==> config.mk <==
export PLATFORM = sky130hd
export DESIGN_NAME = flex_updown_counter
export DESIGN_NICKNAME = d
export VERILOG_FILES = /design/src/rtl/flex_updown_counter.sv
export SDC_FILE = /design/constraint.sdc
export NUM_CORES = 1
export LEC_CHECK = 0
export BUFFER_PORTS_ARGS = -buffer_cell sky130_fd_sc_hd__buf_2
export CORE_MARGIN = 4
export CORE_UTILIZATION = 30
export CTS_CLUSTER_DIAMETER = 200
export DETAILED_ROUTE_END_ITERATION = 16
export GPL_TIMING_DRIVEN = 0
export PLACE_DENSITY_LB_ADDON = 0.25
export SLEW_MARGIN = 20
export SYNTH_ARGS = -nofsm -noshare
export SYNTH_HDL_FRONTEND = slang
export SYNTH_SLANG_ARGS = --single-unit
==> constraint.sdc <==
create_clock -name clk -period 5.85 [get_ports clk]
set_input_delay 0.585 -clock clk [delete_from_list [all_inputs] [get_ports clk]]
set_output_delay 0.585 -clock clk [all_outputs]
set_load 0.005 [all_outputs]
==> src/rtl/flex_updown_counter.sv <==
// Up/down counter with run-time rollover value, sync load, terminal-count flag,
// wrap pulse and wrap-event counter. Define FLEX_CNT_SATURATE_EN to saturate at T.
module flex_updown_counter #(
    parameter int NUM_CNT_BITS  = 4,
    parameter int NUM_WRAP_BITS = 8
) (
    input  logic                     clk,
    input  logic                     n_rst,
    input  logic                     clear,
    input  logic                     load,
    input  logic                     count_enable,
    input  logic                     count_up,
    input  logic [NUM_CNT_BITS-1:0]  load_val,
    input  logic [NUM_CNT_BITS-1:0]  rollover_val,
    output logic [NUM_CNT_BITS-1:0]  count_out,
    output logic                     rollover_flag,
    output logic                     rollover_pulse,
    output logic [NUM_WRAP_BITS-1:0] wrap_count
);

    localparam logic [NUM_CNT_BITS-1:0]  CNT_ONE  = NUM_CNT_BITS'(1);
    localparam logic [NUM_WRAP_BITS-1:0] WRAP_ONE = NUM_WRAP_BITS'(1);

    logic [NUM_CNT_BITS-1:0]  terminal;
    logic [NUM_CNT_BITS-1:0]  step_cnt;
    logic                     step_event;
    logic [NUM_CNT_BITS-1:0]  count_nxt;
    logic                     flag_nxt;
    logic                     pulse_nxt;
    logic [NUM_WRAP_BITS-1:0] wrap_nxt;

    assign terminal = count_up ? rollover_val : CNT_ONE;

    // Result of one enabled step; step_event marks a wrap (or arrival at T when saturating)
    always_comb begin
        step_cnt   = count_out;
        step_event = 1'b0;
`ifdef FLEX_CNT_SATURATE_EN
        if (count_up) begin
            if (count_out >= rollover_val) begin
                step_cnt = rollover_val;
            end else begin
                step_cnt = count_out + CNT_ONE;
            end
        end else begin
            if (count_out <= CNT_ONE) begin
                step_cnt = CNT_ONE;
            end else begin
                step_cnt = count_out - CNT_ONE;
            end
        end
        step_event = (step_cnt == terminal) && (count_out != terminal);
`else
        if (count_up) begin
            if (count_out >= rollover_val) begin
                step_cnt   = CNT_ONE;
                step_event = 1'b1;
            end else begin
                step_cnt = count_out + CNT_ONE;
            end
        end else begin
            if (count_out <= CNT_ONE) begin
                step_cnt   = rollover_val;
                step_event = 1'b1;
            end else begin
                step_cnt = count_out - CNT_ONE;
            end
        end
`endif
    end

    always_comb begin
        count_nxt = count_out;
        flag_nxt  = rollover_flag;
        pulse_nxt = 1'b0;
        wrap_nxt  = wrap_count;
        if (clear) begin
            count_nxt = '0;
            flag_nxt  = 1'b0;
            wrap_nxt  = '0;
        end else if (load) begin
            count_nxt = load_val;
            flag_nxt  = (load_val == terminal);
        end else if (count_enable && (rollover_val != '0)) begin
            count_nxt = step_cnt;
            flag_nxt  = (step_cnt == terminal);
            if (step_event) begin
                pulse_nxt = 1'b1;
                wrap_nxt  = wrap_count + WRAP_ONE;
            end
        end
    end

    always_ff @(posedge clk or negedge n_rst) begin
        if (!n_rst) begin
            count_out      <= '0;
            rollover_flag  <= 1'b0;
            rollover_pulse <= 1'b0;
            wrap_count     <= '0;
        end else begin
            count_out      <= count_nxt;
            rollover_flag  <= flag_nxt;
            rollover_pulse <= pulse_nxt;
            wrap_count     <= wrap_nxt;
        end
    end

endmodule

# --- After elaboration in Yosys (flattened, before gate mapping) ---
# Index checks and enable logic that the tools add are counted.
classes:
  n_addsub: 3
  magnitude_cmp: 2
  eq_ne: 3
  mux: 21
  reduce_logical: 6
op_table:
  columns: ["op", "count"]
  rows:
  - ["2-to-1 mux 8 bit", 4]
  - ["2-to-1 mux 4 bit", 7]
  - ["2-to-1 mux 1 bit", 10]
  - ["adder 8 x 1 -> 8 bit, second input constant", 1]
  - ["== test 4 bit", 2]
  - ["adder 4 x 1 -> 4 bit, second input constant", 1]
  - ["greater-or-equal comparator 4 bit", 1]
  - ["<= comparator 4 x 1 -> 1 bit, second input constant", 1]
  - ["nonzero test 2 bit", 2]
  - ["nonzero test 4 bit", 1]
  - ["subtractor 4 x 1 -> 4 bit, second input constant", 1]
  - ["AND reduction 3 bit", 1]
  - ["nonzero test 3 bit", 1]
  - ["inequality test 2 bit, second input constant", 1]
  - ["logical AND 1 bit", 1]
word_totals:
  regBits: 14
  input_bits: 14
  out_inout_bits: 14

# --- Logic depth before layout (Yosys ltp) ---
depth:
  depth_word: 7
  ltp_mapped: 10
  mapped_depth_nobuf: 8

# --- Worst setup path before layout ---
# No wires, ideal clock.
synth_path:
  kind: "input -> register"
  start: "input rollover_val[0]"
  end: "register rollover_flag"
  setup_time_ns: 0.095
  arrival_ns: 2.248
  required_time_ns: 5.755
  slack_ns: 3.507
  stages: 7
  n_path_buf: 0
  path_cell_list: "ha_1 > nand2b_4 > a2111oi_4 > nor2_2 > o311a_1 > and3_4 > o32ai_2"
synth_via:
  elab_chain_len: 7
  elab_cells_between_ends: 13
  cone_classes: "order compare (1); eq/ne (2); mux (7); reduce/logical (3)"
synth_lines:
  columns: ["element", "line_no", "rtl"]
  rows:
  - ["start: declaration", "14", "input logic [NUM_CNT_BITS-1:0] rollover_val,"]
  - ["greater-or-equal comparator 4 bit", "55", "if (count_out >= rollover_val) begin"]
  - ["2-to-1 mux 4 bit", "55", null]
  - ["2-to-1 mux 4 bit", "54", "if (count_up) begin"]
  - ["== test 4 bit", "86", "flag_nxt = (step_cnt == terminal);"]
  - ["2-to-1 mux 1 bit", "84", "end else if (count_enable && (rollover_val != '0)) begin"]
  - ["2-to-1 mux 1 bit", "81", "end else if (load) begin"]
  - ["2-to-1 mux 1 bit", "77", "if (clear) begin"]
  - ["end signal: assignment", "102", "rollover_flag <= flag_nxt;"]
  - ["end: declaration", "16", "output logic rollover_flag,"]
# Parallel ways exist; a longest one is shown, timed or not. The select of a mux whose other input is x is not followed.
# A chain may end at the register's enable or synchronous reset.

# --- Final worst setup path ---
layout_path:
  start: "register count_out[0]"
  end: "register rollover_flag"
layout_via:
  elab_chain_len: 7
  elab_cells_between_ends: 11
  cone_classes: "add/sub (2); order compare (2); eq/ne (1); mux (6)"
layout_lines:
  columns: ["element", "line_no", "rtl"]
  rows:
  - ["start: declaration", "15", "output logic [NUM_CNT_BITS-1:0] count_out,"]
  - ["start signal: assignment", "101", "count_out <= count_nxt;"]
  - ["subtractor 4 x 1 -> 4 bit (tied with other cells)", "66", "step_cnt = count_out - CNT_ONE;"]
  - ["2-to-1 mux 4 bit (on tied branches)", "62, 55", null]
  - ["2-to-1 mux 4 bit (*)", "54", null]
  - ["== test 4 bit (*)", "86", null]
  - ["2-to-1 mux 1 bit (*)", "84", null]
  - ["2-to-1 mux 1 bit (*)", "81", null]
  - ["2-to-1 mux 1 bit (*)", "77", null]
# Every way passes the cells marked *; elsewhere a longest branch is shown, timed or not. The select of a mux whose other input is x is not followed.

==> flow_metrics.py <==
metrics = {
    "timing": {
        "worst_slack_ns": 3.20,
        "fmax_ghz": 0.377,
        "finalHoldViolations": 0,
        "relSlewSlack": 0.704,
        "drv_slew": 0,
        "fin_skew_ns": 0.00263,
        "setup_viol": 0,
        "min_period_ns": 2.65,
        "fin_crit_sh": 0.453,
        "fin_tns_setup_ns": 0,
        "tightest_slew_ns": 0.444,
        "rsz0062_at_grt": "no",
    },
    "yosys": {
        "ys_ff_latch": 14,
        "synthTopCellsByArea": "dfrtp_1 (28%), ha_1 (8.0%), xnor2_1 (6.3%)",
        "yosysSeqAreaShare": 0.281,
        "synth_fp_nets": 171,
        "synthFlopType": "dfrtp_1",
        "synth_edf_count": 0,
        "yosysTopAreaCell": "dfrtp_1",
        "synthCells": 149,
        "ys_types": 48,
        "synthArstFlopShare": 1.00,
        "syn_area_mm2": 0.00125,
        "syn_area_per_cell_um2": 8.37,
        "yosys_warnings": 0,
        "yosysTopAreaCellShare": 0.281,
    },
    "setup_path": {
        "critPathRequiredTime_ns": 6.00,
        "cp-end-kind": "flip-flop",
        "path_max_fanout": 9,
        "critPathLaunchType": "flip-flop",
        "arrival_ns": 2.80,
        "reg2regPathDepth": 8,
        "crit_type": "flip-flop to flip-flop",
        "timing.rr.start": "count_out[0]",
        "rrSetupSlack_ns": 3.20,
        "worst_r2r_endpoint": "rollover_flag",
    },
    "placed_design": {
        "hpwl_mm": 2.63,
        "place_ws_ns": 3.20,
        "gp_congestion": 0.930,
        "port_buffers": 27,
    },
    "power": {
        "p_int_uw": 200,
        "ir_worst_vdd_mv": 0.112,
        "swShare": 0.329,
        "combinationalPowerShare": 0.324,
        "seq_power_share": 0.360,
        "total_power_uw": 298,
        "p_switching_uw": 98.0,
        "p_per_area_mw_per_mm2": 199,
        "clkPwrFrac": 0.316,
        "leakagePower_nw": 0.667,
    },
    "grt": {
        "grtUsageMet1": 0.182,
        "grt_max_degree": 15,
        "met3_usage": 0.0194,
        "antenna_found_initial": 0,
        "track_usage": 0.135,
        "grt_pass1_vias": 1188,
        "grtUsageMet2": 0.206,
        "grt_overflow": 0,
        "top_usage_layer": "met2",
        "grt_pass1_wl_mm": 5.60,
    },
    "detailed_routing": {
        "wl_per_cell_um": 14.8,
        "via_per_inst": 5.59,
        "num_vias": 1286,
        "drt_first_pass_iters": 4,
        "first_iter_violations": 88,
        "wl_mm": 3.41,
        "drc": 0,
        "final_antenna_net_count": 0,
    },
    "clock_network": {
        "clk_latency_ns": 0.25,
        "cts_made_buffers": 3,
        "cts.sinks": 14,
        "cts_tree": "built",
        "cts.clk_slew.worst_paths_ns": 0.06,
        "clock_path_buffers": 2,
        "htreeDepth": 1,
        "cts_resized": 0,
        "hold_buffers": 0,
        "cts_setup_buffers": 0,
        "ctsRootBufferMaster": "clkbuf_8",
    },
    "cells_and_area": {
        "final_nets": 203,
        "diodes": 0,
        "synthToLayoutAreaGrowth_pct": 20.3,
        "drive_above_1_share": 0.244,
    },
    "floorplan": {
        "floorplan.initialDensity": 0.312,
        "std_cell_rows": 23,
        "die_y_um": 72.5,
        "die_area_mm2": 0.00525,
        "io_pins": 28,
        "core_area_mm2": 0.00400,
        "die_x_um": 72.5,
    },
    "status": {
        "status": "finished, final reports clean",
    },
    "job": {
        "maxCapViolations": 0,
    },
    "hold_path": {
        "hold_class": "input port to asynchronous set/reset pin",
    },
}
==> layout make-up <==
class	instances	area, um2
Sequential cell	14	350
Inverter	8	30.0
Buffer	6	27.5
Timing Repair Buffer	27	135
Clock buffer	4	55.1
Tap cell	50	62.6
Multi-Input combinational cell	121	840
Fill cell	420	2500
==> cells in the final DEF, fill, tap and decap left out, drive strengths merged, types with 4 or more instances in the layout <==
master / netlist / routed
a21oi: 4 / 4
buf: 4 / 31
clkbuf: 2 / 6
dfrtp: 14 / 14
ha: 8 / 8
inv: 7 / 7
nand2: 14 / 14
nand3: 7 / 7
nand4: 4 / 4
nor2: 19 / 19
o21ai: 8 / 8
xnor2: 9 / 9
==> worst max-delay path, stage by stage (launching register included) <==
cell and delay (ns):
dfrtp_1 0.56, inv_1 0.16, ha_1 0.30, nand2b_4 0.14, a2111oi_4 0.41, nor2_2 0.15, o311a_1 0.39, and3_4 0.18
o32ai_2 0.26
==> sequential cells by signal, indices dropped and copies added (netlist names) <==
register        flops
wrap_count          8
rollover_pulse      1
rollover_flag       1
count_out           4
==> metrics by stage <==
step | area (um2) | cells | hold WS, ns | util
final | 1500 | 230 | 0.222 | 0.375
after CTS | 1500 | 230 | 0.237 | 0.375
after global routing | 1500 | 230 | 0.243 | 0.375
after floorplan | 1250 | 149 | 0.289 | -
after global placement | 1450 | 226 | 0.503 | 0.361
after detailed placement | 1450 | 226 | 0.503 | 0.361
==> per-layer routing <==
metal | part of all wire | wire (um)
met1 | 0.45 | 1540
met2 | 0.44 | 1510
met3 | 0.077 | 262
met4 | 0.029 | 99
met5 | 0 | 0
==> synth_stat cells (3+ instances only) <==
cell,instances
mux2i_1,3
nor2_1,17
buf_2,4
o21ai_0,7
inv_1,7
nor3_1,3
ha_1,8
nand3_1,7
xnor2_1,9
dfrtp_1,14
or4_1,3
o22ai_1,3
nand2_1,14
a21oi_1,4
nand4_1,4
==> cells by family after synthesis <==
group	count (synthesis)	synth area share
flip-flops	14	0.281
buffers and inverters	14	0.0461
adder cells (fa/ha/maj)	8	0.0802
XOR/XNOR	10	0.0702
AND/OR/NAND/NOR	64	0.269
multiplexers	3	0.0241
AO/OA/AOI/OAI	36	0.230
==> worst max-delay path by stage <==
stage / end / slack [ns] / startpoint
after CTS: rollover_flag / 3.19 / count_out[0]
after global routing: rollover_flag / 3.12 / count_out[0]
after floorplan: rollover_flag / 3.51 / rollover_val[0]
final: rollover_flag / 3.20 / count_out[0]
after detailed placement: rollover_flag / 3.20 / count_out[0]
after global placement: rollover_flag / 3.23 / rollover_val[0]
==> power by group through the flow <==
| stage | clock, mW | sequential [mW] | combinational, mW |
|---|---|---|---|
| final | 0.0941 | 0.107 | 0.0968 |
| after detailed placement | 0 | 0.109 | 0.0958 |
| after CTS | 0.0975 | 0.107 | 0.0963 |
| after global placement | 0 | 0.109 | 0.0969 |
| after floorplan | 0 | 0.107 | 0.0669 |
| after global routing | 0.102 | 0.108 | 0.107 |
(Power assumes the default switching activity.)
